==> src/rtl/mem_access_ctrl.sv <==
// Memory-stage data-access sequencer: runs the M-stage load/store over a
// req/ack bus, stalls the pipeline while busy, formats load/store lanes.
module mem_access_ctrl #(
    parameter int TIMEOUT = 255,
    parameter int CNT_W   = 16
) (
    input  logic        CLK,
    input  logic        RST,
    input  logic        MemWriteM,
    input  logic [2:0]  ResultSrcM,
    input  logic [1:0]  Byte_Half_OpM,
    input  logic        signM,
    input  logic [31:0] ALUResultM,
    input  logic [31:0] WriteDataM,
    output logic        mem_req,
    output logic        mem_we,
    output logic [31:0] mem_addr,
    output logic [31:0] mem_wdata,
    output logic [3:0]  mem_be,
    input  logic        mem_ack,
    input  logic [31:0] mem_rdata,
    output logic [31:0] ReadDataM,
    output logic        StallF,
    output logic        StallD,
    output logic        StallE,
    output logic        StallM,
    output logic        FlushW,
    output logic        MisalignM,
    output logic        TimeoutM
);

    typedef enum logic [1:0] {IDLE, BUSY, DONE, ERR} state_t;

    state_t            state, state_nxt;
    logic              access, byte_op, half_op, word_op, start, stall;
    logic [CNT_W-1:0]  cnt;
    logic              cnt_hit;
    logic [3:0]        be_nxt;
    logic [31:0]       wdata_nxt;
    logic [31:0]       rd_fmt;
    logic [7:0]        rd_byte;
    logic [15:0]       rd_half;
    // Access shape kept for formatting the returned word.
    logic [1:0]        off_q;
    logic              byte_q, half_q, sign_q;

    assign access  = MemWriteM | (ResultSrcM == 3'b001);
    assign byte_op = (Byte_Half_OpM == 2'b01);
    assign half_op = (Byte_Half_OpM == 2'b10);
    assign word_op = ~byte_op & ~half_op;

    assign MisalignM = access & ((half_op & ALUResultM[0]) |
                                 (word_op & (ALUResultM[1:0] != 2'b00)));
    assign start     = access & ~MisalignM;
    assign cnt_hit   = (cnt == CNT_W'(TIMEOUT - 1));

    // Store lane steering
    always_comb begin
        be_nxt    = 4'b1111;
        wdata_nxt = WriteDataM;
        if (byte_op) begin
            be_nxt    = 4'b0001 << ALUResultM[1:0];
            wdata_nxt = {4{WriteDataM[7:0]}};
        end else if (half_op) begin
            be_nxt    = ALUResultM[1] ? 4'b1100 : 4'b0011;
            wdata_nxt = {2{WriteDataM[15:0]}};
        end
    end

    // Load lane extraction and extension
    always_comb begin
        case (off_q)
            2'd0:    rd_byte = mem_rdata[7:0];
            2'd1:    rd_byte = mem_rdata[15:8];
            2'd2:    rd_byte = mem_rdata[23:16];
            default: rd_byte = mem_rdata[31:24];
        endcase
        rd_half = off_q[1] ? mem_rdata[31:16] : mem_rdata[15:0];
        rd_fmt  = mem_rdata;
        if (byte_q)
            rd_fmt = {{24{sign_q & rd_byte[7]}}, rd_byte};
        else if (half_q)
            rd_fmt = {{16{sign_q & rd_half[15]}}, rd_half};
    end

    always_ff @(posedge CLK) begin
        if (RST) state <= IDLE;
        else     state <= state_nxt;
    end

    always_comb begin
        state_nxt = state;
        case (state)
            IDLE:    if (start) state_nxt = BUSY;
            BUSY:    if (mem_ack)      state_nxt = DONE;
                     else if (cnt_hit) state_nxt = ERR;
            DONE:    state_nxt = IDLE;
            ERR:     state_nxt = IDLE;
            default: state_nxt = IDLE;
        endcase
    end

    always_comb begin
        mem_req  = (state == BUSY);
        TimeoutM = (state == ERR);
        stall    = ((state == IDLE) & start) | (state == BUSY);
        StallF   = stall;
        StallD   = stall;
        StallE   = stall;
        StallM   = stall;
        FlushW   = stall;
    end

    // Bus fields latch on entry to BUSY and hold until the next access.
    always_ff @(posedge CLK) begin
        if (RST) begin
            mem_we    <= 1'b0;
            mem_addr  <= '0;
            mem_wdata <= '0;
            mem_be    <= '0;
            cnt       <= '0;
            ReadDataM <= '0;
            off_q     <= '0;
            byte_q    <= 1'b0;
            half_q    <= 1'b0;
            sign_q    <= 1'b0;
        end else begin
            if (state == IDLE && start) begin
                mem_we    <= MemWriteM;
                mem_addr  <= {ALUResultM[31:2], 2'b00};
                mem_wdata <= wdata_nxt;
                mem_be    <= be_nxt;
                cnt       <= '0;
                off_q     <= ALUResultM[1:0];
                byte_q    <= byte_op;
                half_q    <= half_op;
                sign_q    <= signM;
            end
            if (state == BUSY) begin
                if (mem_ack) begin
                    if (!mem_we) ReadDataM <= rd_fmt;
                end else begin
                    cnt <= cnt + CNT_W'(1);
                end
            end
        end
    end

endmodule

==> config.mk <==
export PLATFORM = sky130hd
export DESIGN_NAME = mem_access_ctrl
export DESIGN_NICKNAME = d
export VERILOG_FILES = /design/src/rtl/mem_access_ctrl.sv
export SDC_FILE = /design/constraint.sdc
export NUM_CORES = 1
export LEC_CHECK = 0
export ABC_AREA = 1
export CORE_UTILIZATION = 30
export CTS_BUF_LIST = sky130_fd_sc_hd__clkbuf_4 sky130_fd_sc_hd__clkbuf_8
export DETAILED_ROUTE_END_ITERATION = 10
export PLACE_DENSITY = 0.64
export RECOVER_POWER = 25
export SYNTH_ARGS = -nofsm -noshare
export SYNTH_HDL_FRONTEND = slang
export SYNTH_SLANG_ARGS = --single-unit
==> constraint.sdc <==
create_clock -name CLK -period 3.8 [get_ports CLK]
set_clock_uncertainty 0.2 [all_clocks]
set_input_delay 0.57 -clock CLK [delete_from_list [all_inputs] [get_ports CLK]]
set_output_delay 0.57 -clock CLK [all_outputs]
set_load 0.1 [all_outputs]
# Word level (Yosys, flattened, before mapping)
# Index checks and enable logic that the tools add are counted.
dict set report classes {
  mux 16
  n_reduce_logical 7
  bitwise_logic 15
  n_eq_ne 11
  n_addsub 1
  shift 1
}
# operator n
set ops {}
lappend ops {{two-way mux 32 bit} 4}
lappend ops {{two-way mux 16 bit} 4}
lappend ops {{one-hot mux 8 bit (3 select lines)} 1}
lappend ops {{adder 16 x 1 -> 16 bit (second input constant)} 1}
lappend ops {{equality test 16 x 8 -> 1 bit (second input constant)} 1}
lappend ops {{two-way mux 4 bit} 3}
lappend ops {{AND 1 bit} 8}
lappend ops {{equality test 2 bit (second input constant)} 4}
lappend ops {{equality test 2 x 1 -> 1 bit (second input constant)} 3}
lappend ops {{two-way mux 2 bit} 3}
lappend ops {{one-hot mux 2 bit (3 select lines)} 1}
lappend ops {{zero test 2 bit} 2}
lappend ops {{inverter 1 bit} 4}
lappend ops {{<< shifter 1 x 2 -> 4 bit (first input constant)} 1}
lappend ops {{equality test 3 x 1 -> 1 bit (second input constant)} 1}
lappend ops {{!= test 3 x 1 -> 1 bit (second input constant)} 1}
lappend ops {{bitwise OR 1 bit} 3}
lappend ops {{AND reduction 3 bit} 1}
lappend ops {{!= test 2 bit (second input constant)} 1}
lappend ops {{AND reduction 2 bit} 1}
lappend ops {{nonzero test 2 bit} 1}
lappend ops {{OR reduction 2 bit} 1}
lappend ops {{logical AND 1 bit} 1}
dict set report totals {
  wordCells 62
  reg_bits 122
  out_inout_bits 109
}

# Longest topological paths before layout
dict set report depth {
  word_depth 12
  mapped_depth 11
  ltp_nobuf 11
}

# Worst setup path after synthesis
# OpenSTA, ideal clock, no wires.
dict set report synth_timing {
  path_kind {input to output}
  startpoint {input Byte_Half_OpM[0]}
  endpoint {output StallD}
  t_arrival_ns 2.505
  path_stages 9
  slack_ns 0.525
  n_path_buf 2
  path_cell_list {inv_1 -> ha_1 -> inv_1 -> nand2_1 -> nand2_1 -> nand3_2 -> buf_2 -> nand2_1 -> buf_4}
}
dict set report synth_via {
  elab_chain_cells 10
}
# item line
set synth_lines {}
lappend synth_lines {{start: declaration} 11} ;# input logic [1:0] Byte_Half_OpM,
lappend synth_lines {{equality test 2 x 1 -> 1 bit or equality test 2 bit (tied branches)} {48, 49}}
lappend synth_lines {{inverter 1 bit} 50} ;# assign word_op = ~byte_op & ~half_op;
lappend synth_lines {{AND 1 bit} 50}
lappend synth_lines {{AND 1 bit} 53} ;# (word_op & (ALUResultM[1:0] != 2'b00)));
lappend synth_lines {{bitwise OR 1 bit *} 52} ;# assign MisalignM = access & ((half_op & ALUResultM[0]) |
lappend synth_lines {{AND 1 bit *} 52}
lappend synth_lines {{inverter 1 bit *} 54} ;# assign start = access & ~MisalignM;
lappend synth_lines {{AND 1 bit *} 54}
lappend synth_lines {{AND 1 bit *} 106} ;# stall = ((state == IDLE) & start) | (state == BUSY);
lappend synth_lines {{bitwise OR 1 bit *} 106}
lappend synth_lines {{end: declaration} 24} ;# output logic StallD,
# Mark *: on every way between the ends. The rest lies on a longest branch, timed or not.

# Worst setup path after layout
# Ends and elaborated chain as after synthesis.

==> results.json <==
{
  "cp_max_fo": 5,
  "relSlewSlack": 0.211,
  "die_h_um": 145,
  "routed_wl_um": 20000,
  "first_pass_iters": 6,
  "start_util": 0.310,
  "rsz0062_at_grt": "no",
  "ys_seq_area_frac": 0.400,
  "cts_resized": 0,
  "tns_ps": 0,
  "die_w_um": 145,
  "critPathLaunchType": "input port",
  "multi_input_area_mm2": 0.00300,
  "setup_viol": 0,
  "power_frac_clock": 0.327,
  "overflow": 0,
  "post-place-cells": 1361,
  "wl_per_cell_um": 14.4,
  "synth_warnings": 0,
  "period_needed_ps": 3380,
  "h-tree-depth": 4,
  "outcome": "completed",
  "path_cells": "dlygate4sd3_1 > inv_1 > ha_1 > inv_1 > nand2_1 > nand2_1 > nand3_1 > nand2_1 > buf_12",
  "hold_viol": 0,
  "power.switching_mw": 1.60,
  "numPortBuffers": 212,
  "dr_total_vias": 6474,
  "antenna_found_initial": 0,
  "synth_edf_count": 0,
  "power.density_mw_per_mm2": 474,
  "slowest_stage": "dlygate4sd3_1",
  "cp_common_cell": "nand2_1",
  "power_frac_comb": 0.331,
  "drt_iter0_markers": 396,
  "synth_area_mm2": 0.00611,
  "first_global_vias": 5682,
  "fillers": 2031,
  "cts_tree": "yes",
  "design.die.area_mm2": 0.0209,
  "grt_usage": 0.190,
  "place_congestion": 0.903,
  "power.total_mw": 4.16,
  "area_growth_pct": 43.7,
  "postSynthRegisterBits": 122,
  "power_frac_seq": 0.342,
  "synthArstFlopShare": 0,
  "drv_cap": 0,
  "cts_buffer_depth": 2,
  "numCtsBuffers": 17,
  "hold_class": "reg -> reg",
  "ff_latch_area_mm2": 0.00244,
  "end_kind": "primary output",
  "yosysMostFrequentCell": "nand2_1",
  "vdd_drop_max_uv": 229,
  "crit_arrival_ps": 2610,
  "drive_gt1_frac": 0.0612,
  "cts.sinks": 122,
  "yosysTopAreaCell": "dfxtp_1",
  "crit_required_ps": 3030,
  "drc": 0,
  "p_int_mw": 2.56,
  "fmax_mhz": 296,
  "fin_ws_ps": 422,
  "viasPerCell": 4.65,
  "slew_viol_final": 0,
  "cts-root-buf": "clkbuf_8",
  "ys_types": 37,
  "clock_latency_ps": 430,
  "netlist_instances": 933,
  "hold_buffers": 0,
  "syn_avg_cell_area_um2": 6.55,
  "worst_pin_slew_ps": 1180,
  "grt_max_degree": 88,
  "ios": 215,
  "instances_no_fill": 1393,
  "core_mm2": 0.0197,
  "postRouteAntennaNets": 0,
  "leakagePower_nw": 3.72,
  "antennaDiodeCount": 0,
  "num_rows": 51,
  "yosysTopAreaCellShare": 0.400,
  "critPathKind": "in -> out",
  "nets": 1225,
  "path_clk_slew_ps": 70,
  "post-route-period-util": 0.889,
  "synth_common_cells": "nand2_1, dfxtp_1, nor2_1",
  "synthTopCellsByArea": "dfxtp_1, nand2_1, o21ai_0",
  "switching_share": 0.384,
  "cpPeakStageDelay_ps": 580,
  "synth_top_flop_cell": "dfxtp_1",
  "cts_setup_buffers": 0,
  "dp_hpwl_um": 14000,
  "preCtsSetupSlack_ps": 559,
  "grt_pass1_wl_um": 30500
}
[worst max-delay path, delay by kind of cell]
| family | cells | cell delay, ps |
|---|---|---|
| adders and majority gates | 1 | 280 |
| buffers and inverters | 4 | 930 |
| and+or+nand+nor | 4 | 820 |
[per-stage QoR]
stage,hold slack (ps),area [um^2],utilization
global route,282,8780,0.445
CTS,268,8820,0.447
floorplan,262,6110,-
finish,265,8780,0.445
detailed placement,255,8360,0.424
global placement,251,8360,0.424
[registers in the layout, summed over array words and instances, names as in the netlist]
| signal | flops |
|---|---|
| ReadDataM | 32 |
| byte_q | 1 |
| cnt | 16 |
| half_q | 1 |
| mem_addr | 30 |
| mem_be | 4 |
| mem_wdata | 32 |
| mem_we | 1 |
| off_q | 2 |
| sign_q | 1 |
| state | 2 |
[routing by layer]
| metal | routed length [um] | up-vias | track usage |
|---|---|---|---|
| met1 | 8780 | 2923 | 0.244 |
| li1 | - | 3329 | - |
| met4 | 469 | 0 | 0.0803 |
| met2 | 9440 | 190 | 0.298 |
| met5 | 0 | - | 0 |
| met3 | 1330 | 32 | 0.0533 |
[cells by family (layout without fill, tap and decap cells)]
kind of cell	Yosys count	after routing	synth area share
simple gates	471	471	0.313
compound gates	198	198	0.170
buf+inv	136	330	0.107
flops	122	122	0.400
fa+ha+maj	4	4	0.00819
other cells	1	2	0.000614
xor+xnor	1	1	0.00143
[power groups by stage]
stage          logic (mW)  registers [mW]  clock network, mW
4_1_cts              1.39            1.42               1.41
3_5_place_dp         1.39            1.45                  0
2_1_floorplan       0.456            1.98                  0
6_report             1.37            1.42               1.36
3_3_place_gp         1.38            1.45                  0
5_1_grt              1.45            1.43               1.46
[final timing paths]
path                                           startpoint                        end  slack, ps  depth (start not counted)
worst min register to register  mem_addr[26]$_SDFFE_PP0P_  mem_addr[26]$_SDFFE_PP0P_        270                          2
worst max register to register      state[1]$_SDFFE_PP0P_  ReadDataM[5]$_SDFFE_PP0P_       1250                          9
worst min-delay path            mem_addr[26]$_SDFFE_PP0P_  mem_addr[26]$_SDFFE_PP0P_        270                          2
worst max-delay path                     Byte_Half_OpM[0]                     StallD        420                          9
[final cells by class]
type	instances	area share
inverters	78	0.0335
well taps	265	0.0378
flip-flops and latches	122	0.278
clock buffers	20	0.0306
repair buffers	220	0.256
multi-input cells	676	0.342
clock inverters	12	0.0222
[cell usage in the layout, fill, tap and decap left out, types with 6 or more instances in the layout]
cell,instances
a21oi_2,6
nor2_1,99
o21ai_0,93
inv_1,71
clkbuf_8,19
dfxtp_1,122
clkdlybuf4s50_1,203
nand3_1,40
buf_12,7
nand4_1,6
nand2_1,306
nor3_1,10
a21oi_1,93
(Power assumes the default switching activity.)
